### config.mk
export PLATFORM = sky130hd
export DESIGN_NAME = lsu_mem_stage
export DESIGN_NICKNAME = d
export VERILOG_FILES = /design/src/rtl/lsu_pkg.sv /design/src/rtl/load_align.sv /design/src/rtl/lsu_mem_stage.sv
export SDC_FILE = /design/constraint.sdc
export NUM_CORES = 1
export LEC_CHECK = 0
export BUFFER_PORTS_ARGS = -buffer_cell sky130_fd_sc_hd__buf_2
export CAP_MARGIN = 20
export CORE_UTILIZATION = 30
export DETAILED_ROUTE_END_ITERATION = 8
export PLACE_DENSITY = 0.62
export SYNTH_ARGS = -nofsm -noshare
export SYNTH_HDL_FRONTEND = slang
export SYNTH_SLANG_ARGS = --single-unit
### constraint.sdc
create_clock -name clk -period 23.9 [get_ports clk]
set_input_delay 7.17 -clock clk [delete_from_list [all_inputs] [get_ports clk]]
set_output_delay 7.17 -clock clk [all_outputs]
set_load 0.005 [all_outputs]
### src/rtl/lsu_pkg.sv
// Shared constants and state type for the memory-stage load/store unit.
package lsu_pkg;

  // funct3 access modes
  localparam logic [2:0] MODE_B  = 3'b000;
  localparam logic [2:0] MODE_H  = 3'b001;
  localparam logic [2:0] MODE_W  = 3'b010;
  localparam logic [2:0] MODE_BU = 3'b100;
  localparam logic [2:0] MODE_HU = 3'b101;

  // Writeback result select
  localparam logic [1:0] RES_ALU = 2'b00;
  localparam logic [1:0] RES_MEM = 2'b01;
  localparam logic [1:0] RES_PC4 = 2'b10;

  typedef enum logic [1:0] {IDLE, REQ, WAIT_RSP} lsu_state_t;

endpackage

### src/rtl/load_align.sv
// Extracts the addressed byte/halfword from a loaded word and extends it.
module load_align
  import lsu_pkg::*;
(
  input  logic [31:0] mem_rdata,
  input  logic [1:0]  addr,
  input  logic [2:0]  mode,
  output logic [31:0] ext_data
);

  logic [7:0]  byte_lane;
  logic [15:0] half_lane;

  // Lane select, then sign/zero extension by mode
  always_comb begin
    byte_lane = mem_rdata[{addr, 3'b000} +: 8];
    half_lane = addr[1] ? mem_rdata[31:16] : mem_rdata[15:0];
    ext_data  = mem_rdata;
    case (mode)
      MODE_B:  ext_data = {{24{byte_lane[7]}}, byte_lane};
      MODE_BU: ext_data = {24'h0, byte_lane};
      MODE_H:  ext_data = {{16{half_lane[15]}}, half_lane};
      MODE_HU: ext_data = {16'h0, half_lane};
      default: ext_data = mem_rdata;
    endcase
  end

endmodule

### src/rtl/lsu_mem_stage.sv
// Memory-stage LSU: issues data-memory requests, stalls while an access is
// outstanding, and registers the MEM/WB outputs (bubble on stall cycles).
module lsu_mem_stage
  import lsu_pkg::*;
#(
  parameter int unsigned DATA_WIDTH = 32,
  parameter int unsigned WIDTH      = 5
) (
  input  logic                  clk,
  input  logic                  rst,
  input  logic                  RegWriteM,
  input  logic [1:0]            ResultSrcM,
  input  logic                  MemWriteM,
  input  logic [DATA_WIDTH-1:0] ALUResultM,
  input  logic [DATA_WIDTH-1:0] WriteDataM,
  input  logic [WIDTH-1:0]      RdM,
  input  logic [DATA_WIDTH-1:0] PCPlus4M,
  input  logic [2:0]            modeAddrM,
  input  logic [DATA_WIDTH-1:0] InstrM,
  output logic                  StallM,
  output logic                  mem_req_valid,
  input  logic                  mem_req_ready,
  output logic                  mem_we,
  output logic [DATA_WIDTH-1:0] mem_addr,
  output logic [DATA_WIDTH-1:0] mem_wdata,
  output logic [3:0]            mem_wstrb,
  input  logic                  mem_rsp_valid,
  input  logic [DATA_WIDTH-1:0] mem_rdata,
  output logic                  RegWriteW,
  output logic [1:0]            ResultSrcW,
  output logic [DATA_WIDTH-1:0] ALUResultW,
  output logic [DATA_WIDTH-1:0] ReadDataW,
  output logic [WIDTH-1:0]      RdW,
  output logic [DATA_WIDTH-1:0] PCPlus4W,
  output logic [DATA_WIDTH-1:0] InstrW,
  output logic                  MisalignW
);

  lsu_state_t state_q, state_d;

  logic        is_store, is_load, mem_op, legal, illegal;
  logic        req_valid, stall, capture;
  logic [1:0]  addr_lo;
  logic [3:0]  strb;
  logic [31:0] load_data;

  assign addr_lo  = ALUResultM[1:0];
  // Store wins when both store and load are flagged
  assign is_store = MemWriteM;
  assign is_load  = (ResultSrcM == RES_MEM) && !MemWriteM;
  assign mem_op   = is_store || is_load;

  // Mode legality and alignment; stores only accept B/H/W
  always_comb begin
    legal = 1'b0;
    case (modeAddrM)
      MODE_B:           legal = 1'b1;
      MODE_BU:          legal = !is_store;
      MODE_H:           legal = !addr_lo[0];
      MODE_HU:          legal = !is_store && !addr_lo[0];
      MODE_W:           legal = (addr_lo == 2'b00);
      default:          legal = 1'b0;
    endcase
  end

  assign illegal = mem_op && !legal;

  // Store strobes and lane-replicated write data
  always_comb begin
    strb      = 4'b1111;
    mem_wdata = WriteDataM;
    case (modeAddrM)
      MODE_B: begin
        strb      = 4'b0001 << addr_lo;
        mem_wdata = {4{WriteDataM[7:0]}};
      end
      MODE_H: begin
        strb      = addr_lo[1] ? 4'b1100 : 4'b0011;
        mem_wdata = {2{WriteDataM[15:0]}};
      end
      default: begin
        strb      = 4'b1111;
        mem_wdata = WriteDataM;
      end
    endcase
  end

  // Next state, request valid, stall, and W capture decision
  always_comb begin
    state_d   = state_q;
    req_valid = 1'b0;
    stall     = 1'b0;
    capture   = 1'b0;
    case (state_q)
      IDLE: begin
        if (mem_op && legal) begin
          req_valid = 1'b1;
          if (mem_req_ready && is_store) begin
            capture = 1'b1;
          end else if (mem_req_ready) begin
            state_d = WAIT_RSP;
            stall   = 1'b1;
          end else begin
            state_d = REQ;
            stall   = 1'b1;
          end
        end else begin
          capture = 1'b1;
        end
      end
      REQ: begin
        req_valid = 1'b1;
        if (mem_req_ready && is_store) begin
          state_d = IDLE;
          capture = 1'b1;
        end else if (mem_req_ready) begin
          state_d = WAIT_RSP;
          stall   = 1'b1;
        end else begin
          stall = 1'b1;
        end
      end
      WAIT_RSP: begin
        if (mem_rsp_valid) begin
          state_d = IDLE;
          capture = 1'b1;
        end else begin
          stall = 1'b1;
        end
      end
      default: state_d = IDLE;
    endcase
  end

  assign mem_req_valid = req_valid && !rst;
  assign StallM        = stall && !rst;
  assign mem_we        = mem_req_valid && is_store;
  assign mem_wstrb     = (mem_req_valid && is_store) ? strb : 4'b0000;
  assign mem_addr      = {ALUResultM[DATA_WIDTH-1:2], 2'b00};

  load_align u_load_align (
    .mem_rdata (mem_rdata[31:0]),
    .addr      (addr_lo),
    .mode      (modeAddrM),
    .ext_data  (load_data)
  );

  // FSM state register
  always_ff @(posedge clk or posedge rst) begin
    if (rst) state_q <= IDLE;
    else     state_q <= state_d;
  end

  // MEM/WB pipeline register; stall cycles insert a bubble
  always_ff @(posedge clk or posedge rst) begin
    if (rst) begin
      RegWriteW  <= 1'b0;
      ResultSrcW <= '0;
      ALUResultW <= '0;
      ReadDataW  <= '0;
      RdW        <= '0;
      PCPlus4W   <= '0;
      InstrW     <= '0;
      MisalignW  <= 1'b0;
    end else if (capture) begin
      RegWriteW  <= RegWriteM && !illegal;
      ResultSrcW <= ResultSrcM;
      ALUResultW <= ALUResultM;
      ReadDataW  <= load_data;
      RdW        <= RdM;
      PCPlus4W   <= PCPlus4M;
      InstrW     <= InstrM;
      MisalignW  <= illegal;
    end else begin
      RegWriteW <= 1'b0;
      MisalignW <= 1'b0;
    end
  end

endmodule

==> impl_metrics.json <==
{
  "number_of_global_route_vias_before_repair": 5098,
  "core_footprint_mm2": 0.0237,
  "postCtsHoldBufs": 0,
  "crit_path_start_kind": "input port",
  "ctsRootBufferMaster": "sky130_fd_sc_hd__clkbuf_16",
  "drt-initial-drc-count": 215,
  "min_period_over_period_pct": 68.8,
  "path_clk_slew_ns": 0.05,
  "cts-buffers-inserted": 17,
  "timing.setup.critical_path_class": "in -> out",
  "drt-wirelength-per-cell_um": 16.3,
  "die_height_um": 158,
  "synthArstFlopShare_pct": 100,
  "count_of_final_max_slew_check_failures": 0,
  "syn-instance-count": 563,
  "dpl-instance-area_mm2": 0.00899,
  "cap_viol_max_count": 0,
  "place_congestion": 0.825,
  "number_of_resized_instances_in_the_post_cts_repair_step": 0,
  "cts_tree": "done",
  "static-leakage-power_nw": 5.05,
  "rr_worst_depth": 6,
  "first_pass_grt_wire_length_um": 28400,
  "power.switching_fraction_pct": 27.7,
  "grt_util_all_layers_pct": 15.3,
  "worst_ep_arrival_time_ns": 9.27,
  "grt_antenna_before_repair": 0,
  "cts.sink_count": 139,
  "dr_vias": 5380,
  "grt_setup_unrepaired": "false",
  "layout-area-overhead-vs-synth_pct": 32.0,
  "std_cell_rows": 56,
  "max_slew.worst_pin.slew_ns": 0.999,
  "die_area_mm2": 0.0249,
  "number_of_input_and_output_port_buffers_inserted": 381,
  "antenna_diode_count": 0,
  "power_report.internal_total_uw": 566,
  "post-cts-setup-buffers": 0,
  "layout_common_cells": "sky130_fd_sc_hd__buf_2, sky130_fd_sc_hd__dfrtp_1, sky130_fd_sc_hd__mux2_4, sky130_fd_sc_hd__nand2_1, sky130_fd_sc_hd__o21ai_0",
  "maxClockFrequency_mhz": 60.8,
  "area_occupied_by_multi_input_gates_mm2": 0.00312,
  "distinct_cell_type_count_after_synthesis": 35,
  "synth_top_cells_by_area": "sky130_fd_sc_hd__dfrtp_1, sky130_fd_sc_hd__mux2_4, sky130_fd_sc_hd__buf_4",
  "worst_hold_path_type": "reg -> reg",
  "grt_remaining_overflow": 0,
  "hold-path-cell-count": 1,
  "topRoutingLayerUsed": "met4",
  "ctsLongestPathBuffers": 2,
  "timing.critical_path.to": "mem_wstrb[3]",
  "final_area_mm2": 0.00963,
  "share_seq_of_total_power_pct": 38.1,
  "netlist_area_mm2": 0.00729,
  "detailed_place_hpwl_um": 14700,
  "final_period_minus_worst_setup_slack_ns": 16.44,
  "synth_flop_cell": "sky130_fd_sc_hd__dfrtp_1",
  "p_switching_uw": 217,
  "yosysSeqAreaShare_pct": 47.7,
  "final_net_count": 1070,
  "powerDensity_mw_per_mm2": 81.3,
  "vias_per_cell": 4.39,
  "cts_max_level": 4,
  "drt_first_pass_iters": 4,
  "post_synth.cell_area_avg_um2": 13.0,
  "met2RoutedLength_um": 10100,
  "flop_and_latch_count_out_of_synthesis": 139,
  "register_area_mm2": 0.00348,
  "clock_insertion_delay_worst_skew_ns": 0.41,
  "wl_um": 19900,
  "report.final.setup_viol": 0,
  "worst_ep_required_time_ns": 16.73,
  "clkPwrFrac_pct": 36.9,
  "hold_viol": 0,
  "worst_slack_ns": 7.46,
  "post-place-ws_ns": 7.45,
  "initial_core_utilization_pct": 30.8,
  "drt_drc_violations_left": 0,
  "floorplan.io_pins": 384,
  "status": "complete, no violations",
  "mostFrequentLayoutCell": "sky130_fd_sc_hd__buf_2",
  "regToRegSetupSlack_ns": 21.02,
  "synth_top_area_share_pct": 47.7,
  "route.met3.wl_um": 1520,
  "critPathLaunch": "modeAddrM[1]",
  "post_route_cells_drive_above_1_share_pct": 59.5,
  "grt_max_degree": 88,
  "timing.critical_path.to_type": "primary output",
  "yosysWarnings": 0,
  "met1_length_um": 8120,
  "layout.filler_cells": 2353,
  "pwr-share-comb_pct": 25.0,
  "fin_setup_tns_ns": 0,
  "synthDominantAreaCellType": "sky130_fd_sc_hd__dfrtp_1",
  "worst_slew_margin_rel_pct": 33.4,
  "chipWidth_um": 158,
  "finalPower_uw": 783,
  "worst_clock_skew_ns": 0.00972,
  "vdd.ir_drop.worst_mv": 0.0416,
  "largest_driver_fanout_on_the_critical_path": 47,
  "r2r_end": "InstrW[5]",
  "detail-route-antenna-nets": 0,
  "regToRegStartpoint": "state_q[1]",
  "number_of_enable_type_register_cells_in_the_synthesized_netlist": 0
}
[cells in the mapped netlist, types with 10 or more instances]
| cell | instances |
|---|---|
| sky130_fd_sc_hd__dfrtp_1 | 139 |
| sky130_fd_sc_hd__mux2_4 | 100 |
| sky130_fd_sc_hd__nand2_1 | 61 |
| sky130_fd_sc_hd__buf_4 | 40 |
| sky130_fd_sc_hd__o21ai_0 | 34 |
| sky130_fd_sc_hd__mux2i_1 | 30 |
| sky130_fd_sc_hd__mux2_1 | 21 |
| sky130_fd_sc_hd__clkbuf_1 | 16 |
| sky130_fd_sc_hd__mux2_2 | 16 |
| sky130_fd_sc_hd__nor2b_1 | 16 |
| sky130_fd_sc_hd__inv_1 | 13 |
| sky130_fd_sc_hd__buf_12 | 11 |
| sky130_fd_sc_hd__o22ai_1 | 10 |
[cell families (layout without fill, tap and decap cells)]
logic type / Yosys count / after routing / synth area share, %
mux: 168 / 168 / 30.7
simple gates: 110 / 110 / 7.24
flops: 139 / 139 / 47.7
other cells: 1 / 2 / 0.0514
compound gates: 57 / 57 / 4.65
buf+inv: 88 / 431 / 9.64
[routing by layer]
metal	vias to the layer above	track usage (%)
li1	2564	-
met1	2543	17.5
met2	259	27.4
met3	14	4.19
met4	0	4.90
met5	-	0
[layout make-up]
type | count | share of cell area, %
flip-flops and latches | 139 | 36.1
multi-input cells | 337 | 32.4
repair buffers | 386 | 20.2
clock buffers | 18 | 4.46
well taps | 319 | 4.14
clock inverters | 14 | 2.18
inverters | 13 | 0.559
[critical path, cell delays in order]
cell and delay (ns):
sky130_fd_sc_hd__buf_2 0.64, sky130_fd_sc_hd__a221o_1 0.25, sky130_fd_sc_hd__nand2_1 0.09, sky130_fd_sc_hd__o2111ai_1 0.81, sky130_fd_sc_hd__nor2_1 0.13, sky130_fd_sc_hd__buf_2 0.17
[through the flow]
| step | instances | hold slack (ns) | utilization, % |
|---|---|---|---|
| floorplan | 564 | 0.489 | - |
| global placement | 1194 | 0.470 | 38.0 |
| detailed placement | 1194 | 0.477 | 38.0 |
| CTS | 1226 | 0.490 | 40.7 |
| global route | 1226 | 0.505 | 40.7 |
| finish | 1226 | 0.484 | 40.7 |
[registers in the layout, indices dropped and copies added, names as in the netlist]
signal,cells
RdW,5
ResultSrcW,2
RegWriteW,1
InstrW,32
ALUResultW,32
state_q,2
PCPlus4W,32
ReadDataW,32
MisalignW,1
[worst min path at each step]
stage,end,from,slack (ns)
after floorplan,InstrW[11],InstrW[11],0.49
after global placement,InstrW[16],InstrW[16],0.47
after detailed placement,InstrW[20],InstrW[20],0.48
after CTS,InstrW[30],InstrW[30],0.49
after global routing,InstrW[14],InstrW[14],0.50
final,InstrW[30],InstrW[30],0.48
[power by group through the flow]
stage	clock (mW)	combinational [mW]	sequential, mW
2_1_floorplan	0	0.126	0.305
4_1_cts	0.297	0.200	0.298
3_5_place_dp	0	0.200	0.302
6_report	0.289	0.196	0.298
5_1_grt	0.308	0.214	0.303
3_3_place_gp	0	0.198	0.301
No activity file was read; power rests on OpenSTA's default activity.
